--- src/rtl/fifo_wr_arbiter_pkg.sv ---
// ============================================================================
//  Module   : fifo_arb_pkg
//  Brief    : Shared types and constants for the Fifo write-port arbiter.
//  Revision : 1.0
// ============================================================================
`default_nettype none

package fifo_arb_pkg;

    typedef enum logic [0:0] {
        IDLE  = 1'b0,
        GRANT = 1'b1
    } arb_state_t;

    localparam logic [15:0] c_STALL_SAT = 16'hFFFF;
    localparam int          c_BURST_W   = 4;

    // Owner index width; never below one bit so NUM_REQ=1 corner still elaborates.
    function automatic int id_width(input int n);
        return (n > 1) ? $clog2(n) : 1;
    endfunction

endpackage

`default_nettype wire

--- src/rtl/fifo_wr_arbiter_if.sv ---
// ============================================================================
//  Module   : fifo_wr_arbiter_if
//  Brief    : Producer request bus plus Fifo write side, shared by arbiter and
//             its environment (slave = arbiter, master = producers/Fifo).
//  Revision : 1.0
// ============================================================================
`default_nettype none

interface fifo_wr_arbiter_if #(
    parameter int NUM_REQ   = 4,
    parameter int DATA_SIZE = 8
);
    import fifo_arb_pkg::*;

    localparam int c_ID_W = id_width(NUM_REQ);

    logic [NUM_REQ-1:0]           req;
    logic [NUM_REQ*DATA_SIZE-1:0] req_data;
    logic [NUM_REQ-1:0]           ack;
    logic                         fifo_full;
    logic                         data_inen;
    logic [DATA_SIZE-1:0]         data_in;
    logic [c_ID_W-1:0]            owner;
    logic                         busy;
    logic [15:0]                  stall_cycles;

    modport master (
        output req, req_data, fifo_full,
        input  ack, data_inen, data_in, owner, busy, stall_cycles
    );

    modport slave (
        input  req, req_data, fifo_full,
        output ack, data_inen, data_in, owner, busy, stall_cycles
    );

endinterface

`default_nettype wire

--- src/rtl/fifo_wr_arbiter_rr_pick.sv ---
// ============================================================================
//  Module   : rr_pick
//  Brief    : Combinational round-robin picker: first set request scanning
//             from last+1 with wrap-around.
//  Revision : 1.0
// ============================================================================
`default_nettype none

module rr_pick #(
    parameter int NUM_REQ = 4,
    parameter int ID_W    = 2
) (
    input  wire logic [NUM_REQ-1:0] i_req,
    input  wire logic [ID_W-1:0]    i_last,
    output logic                    o_found,
    output logic [ID_W-1:0]         o_idx
);

    logic [ID_W-1:0] w_cand;

    // Scan farthest-first so the nearest match after i_last overwrites the rest.
    always_comb begin
        o_found = |i_req;
        o_idx   = '0;
        w_cand  = '0;
        for (int k = NUM_REQ; k >= 1; k--) begin
            w_cand = ID_W'((int'(i_last) + k) % NUM_REQ);
            if (i_req[w_cand]) begin
                o_idx = w_cand;
            end
        end
    end

endmodule

`default_nettype wire

--- src/rtl/fifo_wr_arbiter.sv ---
// ============================================================================
//  Module   : fifo_wr_arbiter
//  Brief    : Round-robin burst arbiter sharing one Fifo write port between
//             NUM_REQ producers. Optional stall counter: FIFO_ARB_STATS_EN.
//  Revision : 1.0
// ============================================================================
`default_nettype none

module fifo_wr_arbiter #(
    parameter int NUM_REQ   = 4,
    parameter int DATA_SIZE = 8,
    parameter int MAX_BURST = 4
) (
    input  wire logic        clock,
    input  wire logic        reset_n,
    fifo_wr_arbiter_if.slave bus
);
    import fifo_arb_pkg::*;

    localparam int                   c_ID_W      = id_width(NUM_REQ);
    localparam logic [c_BURST_W-1:0] c_MAX_BURST = c_BURST_W'(MAX_BURST);
    localparam logic [c_BURST_W-1:0] c_BURST_ONE = c_BURST_W'(1);
    localparam logic [c_ID_W-1:0]    c_LAST_RST  = c_ID_W'(NUM_REQ - 1);

    arb_state_t           r_state;
    arb_state_t           w_state_nxt;
    logic [c_ID_W-1:0]    r_owner;
    logic [c_ID_W-1:0]    w_owner_nxt;
    logic [c_ID_W-1:0]    r_last;
    logic [c_ID_W-1:0]    w_last_nxt;
    logic [c_BURST_W-1:0] r_burst_cnt;
    logic [c_BURST_W-1:0] w_burst_nxt;

    logic                 w_pick_found;
    logic [c_ID_W-1:0]    w_pick_idx;
    logic                 w_req_own;
    logic                 w_wr;
    logic [NUM_REQ-1:0]   w_ack;
    logic [DATA_SIZE-1:0] w_data;

    rr_pick #(
        .NUM_REQ (NUM_REQ),
        .ID_W    (c_ID_W)
    ) u_rr_pick (
        .i_req   (bus.req),
        .i_last  (r_last),
        .o_found (w_pick_found),
        .o_idx   (w_pick_idx)
    );

    assign w_req_own = bus.req[r_owner];

    always_ff @(posedge clock or negedge reset_n) begin
        if (!reset_n) begin
            r_state     <= IDLE;
            r_owner     <= '0;
            r_last      <= c_LAST_RST;
            r_burst_cnt <= '0;
        end else begin
            r_state     <= w_state_nxt;
            r_owner     <= w_owner_nxt;
            r_last      <= w_last_nxt;
            r_burst_cnt <= w_burst_nxt;
        end
    end

    always_comb begin
        w_state_nxt = r_state;
        w_owner_nxt = r_owner;
        w_last_nxt  = r_last;
        w_burst_nxt = r_burst_cnt;
        w_wr        = 1'b0;
        case (r_state)
            IDLE: begin
                if (w_pick_found) begin
                    w_state_nxt = GRANT;
                    w_owner_nxt = w_pick_idx;
                    w_burst_nxt = '0;
                end
            end
            GRANT: begin
                if (!w_req_own) begin
                    w_state_nxt = IDLE;
                    w_last_nxt  = r_owner;
                end else if (!bus.fifo_full) begin
                    w_wr        = 1'b1;
                    w_burst_nxt = r_burst_cnt + c_BURST_ONE;
                    if ((r_burst_cnt + c_BURST_ONE) == c_MAX_BURST) begin
                        w_state_nxt = IDLE;
                        w_last_nxt  = r_owner;
                    end
                end
            end
            default: begin
                w_state_nxt = IDLE;
            end
        endcase
    end

    // Write path is purely combinational so the word lands on the acking edge.
    always_comb begin
        w_ack  = '0;
        w_data = '0;
        if (w_wr) begin
            w_ack  = NUM_REQ'(1) << r_owner;
            w_data = bus.req_data[int'(r_owner)*DATA_SIZE +: DATA_SIZE];
        end
    end

    assign bus.ack       = w_ack;
    assign bus.data_inen = w_wr;
    assign bus.data_in   = w_data;
    assign bus.owner     = r_owner;
    assign bus.busy      = (r_state == GRANT);

`ifdef FIFO_ARB_STATS_EN
    logic [15:0] r_stall_cycles;

    always_ff @(posedge clock or negedge reset_n) begin
        if (!reset_n) begin
            r_stall_cycles <= '0;
        end else if ((r_state == GRANT) && w_req_own && bus.fifo_full
                     && (r_stall_cycles != c_STALL_SAT)) begin
            r_stall_cycles <= r_stall_cycles + 16'd1;
        end
    end

    assign bus.stall_cycles = r_stall_cycles;
`else
    assign bus.stall_cycles = '0;
`endif

endmodule

`default_nettype wire

--- src/flat_wrapper.sv ---
// flat-port wrapper written by rule: the top's interface ports become plain ports
module fifo_wr_arbiter_flat import fifo_arb_pkg::*;
#(
    parameter int NUM_REQ   = 4,
    parameter int DATA_SIZE = 8,
    parameter int MAX_BURST = 4
)
  (clock, reset_n, bus_req, bus_req_data, bus_fifo_full, bus_ack, bus_data_inen, bus_data_in, bus_owner, bus_busy, bus_stall_cycles);
  fifo_wr_arbiter_if #(.NUM_REQ(NUM_REQ), .DATA_SIZE(DATA_SIZE)) bus_i ();
  input  wire logic clock;
  input  wire logic reset_n;
  input wire logic [$bits(bus_i.req)-1:0] bus_req;
  input wire logic [$bits(bus_i.req_data)-1:0] bus_req_data;
  input wire logic [$bits(bus_i.fifo_full)-1:0] bus_fifo_full;
  output wire logic [$bits(bus_i.ack)-1:0] bus_ack;
  output wire logic [$bits(bus_i.data_inen)-1:0] bus_data_inen;
  output wire logic [$bits(bus_i.data_in)-1:0] bus_data_in;
  output wire logic [$bits(bus_i.owner)-1:0] bus_owner;
  output wire logic [$bits(bus_i.busy)-1:0] bus_busy;
  output wire logic [$bits(bus_i.stall_cycles)-1:0] bus_stall_cycles;
  assign bus_i.req = bus_req;
  assign bus_i.req_data = bus_req_data;
  assign bus_i.fifo_full = bus_fifo_full;
  assign bus_ack = bus_i.ack;
  assign bus_data_inen = bus_i.data_inen;
  assign bus_data_in = bus_i.data_in;
  assign bus_owner = bus_i.owner;
  assign bus_busy = bus_i.busy;
  assign bus_stall_cycles = bus_i.stall_cycles;
  fifo_wr_arbiter #(.NUM_REQ(NUM_REQ), .DATA_SIZE(DATA_SIZE), .MAX_BURST(MAX_BURST)) u_core (.clock(clock), .reset_n(reset_n), .bus(bus_i));
endmodule
--- config.mk ---
export PLATFORM = sky130hd
export DESIGN_NAME = fifo_wr_arbiter_flat
export DESIGN_NICKNAME = d
export VERILOG_FILES = /design/src/rtl/fifo_wr_arbiter_pkg.sv /design/src/rtl/fifo_wr_arbiter_if.sv /design/src/rtl/fifo_wr_arbiter_rr_pick.sv /design/src/rtl/fifo_wr_arbiter.sv /design/src/flat_wrapper.sv
export SDC_FILE = /design/constraint.sdc
export NUM_CORES = 1
export LEC_CHECK = 0
export BUFFER_PORTS_ARGS = -buffer_cell sky130_fd_sc_hd__buf_2
export CORE_UTILIZATION = 45
export CTS_CLUSTER_SIZE = 28
export DETAILED_ROUTE_END_ITERATION = 7
export HOLD_SLACK_MARGIN = 0.05
export PLACE_DENSITY = 0.85
export SLEW_MARGIN = 5
export SYNTH_ARGS = -nofsm -noshare
export SYNTH_HDL_FRONTEND = slang
export SYNTH_SLANG_ARGS = --single-unit
export TNS_END_PERCENT = 100
--- constraint.sdc ---
create_clock -name clock -period 2.74 [get_ports clock]
set_input_delay 0.685 -clock clock [delete_from_list [all_inputs] [get_ports clock]]
set_output_delay 0.685 -clock clock [all_outputs]
set_load 0.05 [all_outputs]
==> flow_summary.json <==
{
  "finalCritPeriodShare_pct": 94.6,
  "path_max_fanout": 16,
  "vias_per_cell": 5.19,
  "setup_ws_ns": 0.148,
  "grt_pass1_wl_um": 3870,
  "dp_slack_ns": 0.233,
  "vdd_drop_max_mv": 0.474,
  "ys_seq_area_share_pct": 21.4,
  "endpoint_kind": "output pin",
  "outcome": "finished, final reports clean",
  "cts_buffers": 3,
  "syn_area_um2": 1060,
  "ios": 71,
  "rows": 17,
  "final_layout_size_suffix_gt1_share_pct": 47.8,
  "cts_max_path_buffers": 2,
  "fillers": 189,
  "dieWidth_um": 50.6,
  "ys_types": 39,
  "vias": 970,
  "hold_violations": 0,
  "skew_ns": 0.00839,
  "syn-mean-instance-area_um2": 10.0,
  "wl_per_cell_um": 13.0,
  "tightest_slew_ns": 0.559,
  "gp_congestion": 0.800,
  "setup_tns_ns": 0,
  "crit_arrival_ns": 1.91,
  "ys_warn_count": 0,
  "grt_util_all_layers_pct": 20.2,
  "io_buffers": 54,
  "power_density_nw_per_um2": 941,
  "drv_cap": 0,
  "leakagePower_nw": 0.729,
  "clk_pin_slew_ns": 0.06,
  "cts_setup_buffers": 0,
  "detail-route-antenna-nets": 0,
  "grt_pass1_vias": 880,
  "synth_top_flop_cell": "dfrtp_1",
  "cts_num_sinks": 9,
  "syn_inst": 106,
  "slew_violations": 0,
  "postCtsHoldBufs": 0,
  "clk_latency_ns": 0.27,
  "reg2reg_setup_slack_ns": 0.83,
  "register_area_um2": 229,
  "async_flop_share_pct": 100,
  "grt_start_max_net_pins": 17,
  "core_area_um2": 2210,
  "h-tree-depth": 1,
  "synth_seq_cells": 9,
  "synth-edff-count": 0,
  "multi_input_area_um2": 712,
  "drc": 0,
  "dr.first_iter.drc_count": 16,
  "cts_root_buffer": "clkbuf_4",
  "dpl.hpwl_um": 1970,
  "slew_headroom_pct": 62.7,
  "setup_viol": 0,
  "antenna_found_initial": 0,
  "n_antenna_cell": 0,
  "final_common_cell": "buf_2",
  "hp-class": "primary input to async pin",
  "layout_common_cells": "54 x buf_2, 16 x conb_1, 8 x and3_1",
  "syn2layout_area_growth_pct": 22.5,
  "min_period_ns": 2.59,
  "grt_overflow_total": 0,
  "layout.nets": 201,
  "worstPathRequired_ns": 2.06,
  "initial_utilization_pct": 48.1,
  "fp.dieArea_um2": 2560,
  "drt_pass1_iterations": 4,
  "drt_wl_total_um": 2440,
  "finalPower_w": 0.00123,
  "worstSetupPathType": "flip-flop to output pin",
  "clock.fmax_mhz": 386,
  "cts_tree": "yes",
  "rsz0062_at_grt": "false",
  "floorplan.die.height_um": 50.6,
  "critPathLaunchType": "flip-flop"
}
path summary, 6_finish.rpt:
kind / end / startpoint / depth (start not counted)
min in group clock: u_core.r_burst_cnt[2] / u_core.r_burst_cnt[2] / 1
worst max register to register: u_core.r_last[1] / u_core.bus.owner[1] / 4
worst min-delay path: u_core.r_burst_cnt[3] / reset_n / 1
worst min register to register: u_core.r_burst_cnt[2] / u_core.r_burst_cnt[2] / 1
max in group asynchronous: u_core.r_last[0] / reset_n / 1
worst max-delay path: bus_data_inen / u_core.bus.owner[1] / 4
logic make-up after synthesis:
family                   share of synthesized area (%)
adder cells (fa/ha/maj)                           2.35
other                                            0.353
XOR/XNOR                                         0.824
flip-flops                                        21.4
AO/OA/AOI/OAI                                     12.0
buffers and inverters                             18.5
multiplexers                                      25.2
AND/OR/NAND/NOR                                   19.4
per-stage QoR:
stage          util (%)  area, um^2  hold slack [ns]  instances
2_1_floorplan         -        1140            0.389        121
3_3_place_gp       57.6        1270            0.544        183
3_5_place_dp       57.6        1270            0.550        183
4_1_cts            58.8        1300            0.257        187
5_1_grt            58.9        1300            0.265        187
6_report           58.9        1300            0.249        187
critical path, cell delays in order (launching register included):
cell,delay [ns]
dfrtp_1,0.69
mux4_2,0.52
nand2_4,0.15
inv_1,0.06
buf_2,0.20
area by class of cell:
| cell class | count | share of cell area [%] |
|---|---|---|
| inverters | 4 | 1.15 |
| repair buffers | 56 | 21.9 |
| multi-input cells | 86 | 54.7 |
| well taps | 28 | 2.69 |
| flip-flops and latches | 9 | 17.6 |
| clock buffers | 4 | 2.02 |
flip-flops by register name, summed over array words and instances (netlist names):
signal and count:
u_core.r_burst_cnt 4, u_core.bus.owner 2, u_core.r_last 2, u_core.bus.busy 1
synthesized netlist by cell type, types with 2 or more instances:
library cell / number / area, um^2
inv_1: 4 / 15.0
dfstp_2: 2 / 52.6
mux2_4: 2 / 30.0
nand2b_1: 3 / 18.8
nor2_1: 4 / 15.0
a21oi_1: 4 / 20.0
ha_1: 2 / 25.0
mux2i_1: 2 / 20.0
buf_4: 17 / 128
nor4b_1: 2 / 17.5
clkbuf_8: 2 / 27.5
mux4_2: 5 / 113
dfrtp_1: 7 / 175
and3_1: 8 / 50.1
nand3_1: 4 / 20.0
buf_6: 2 / 22.5
nand2_1: 6 / 22.5
nor3_1: 2 / 10.0
mux4_1: 4 / 105
o21ai_0: 4 / 20.0
nand4b_1: 2 / 17.5
where the power goes:
part	switching (W)	internal [W]
sequential	0.000127	0.000198
clock	0.0000504	0.0000563
combinational	0.000472	0.000322
per-layer routing:
metal	GRT usage, %	up-vias	wire length [um]
met4	9.26	0	44
met3	5.76	5	219
li1	-	467	-
met2	35.6	47	1160
met1	22.1	451	1020
met5	0	-	0
repair_timing:
item | in CTS | in global routing
resized for setup | 0 | 1
endpoints found under the setup margin | 0 | 9
endpoints found under the hold margin | 0 | 0
No activity file was read; power rests on OpenSTA's default activity.
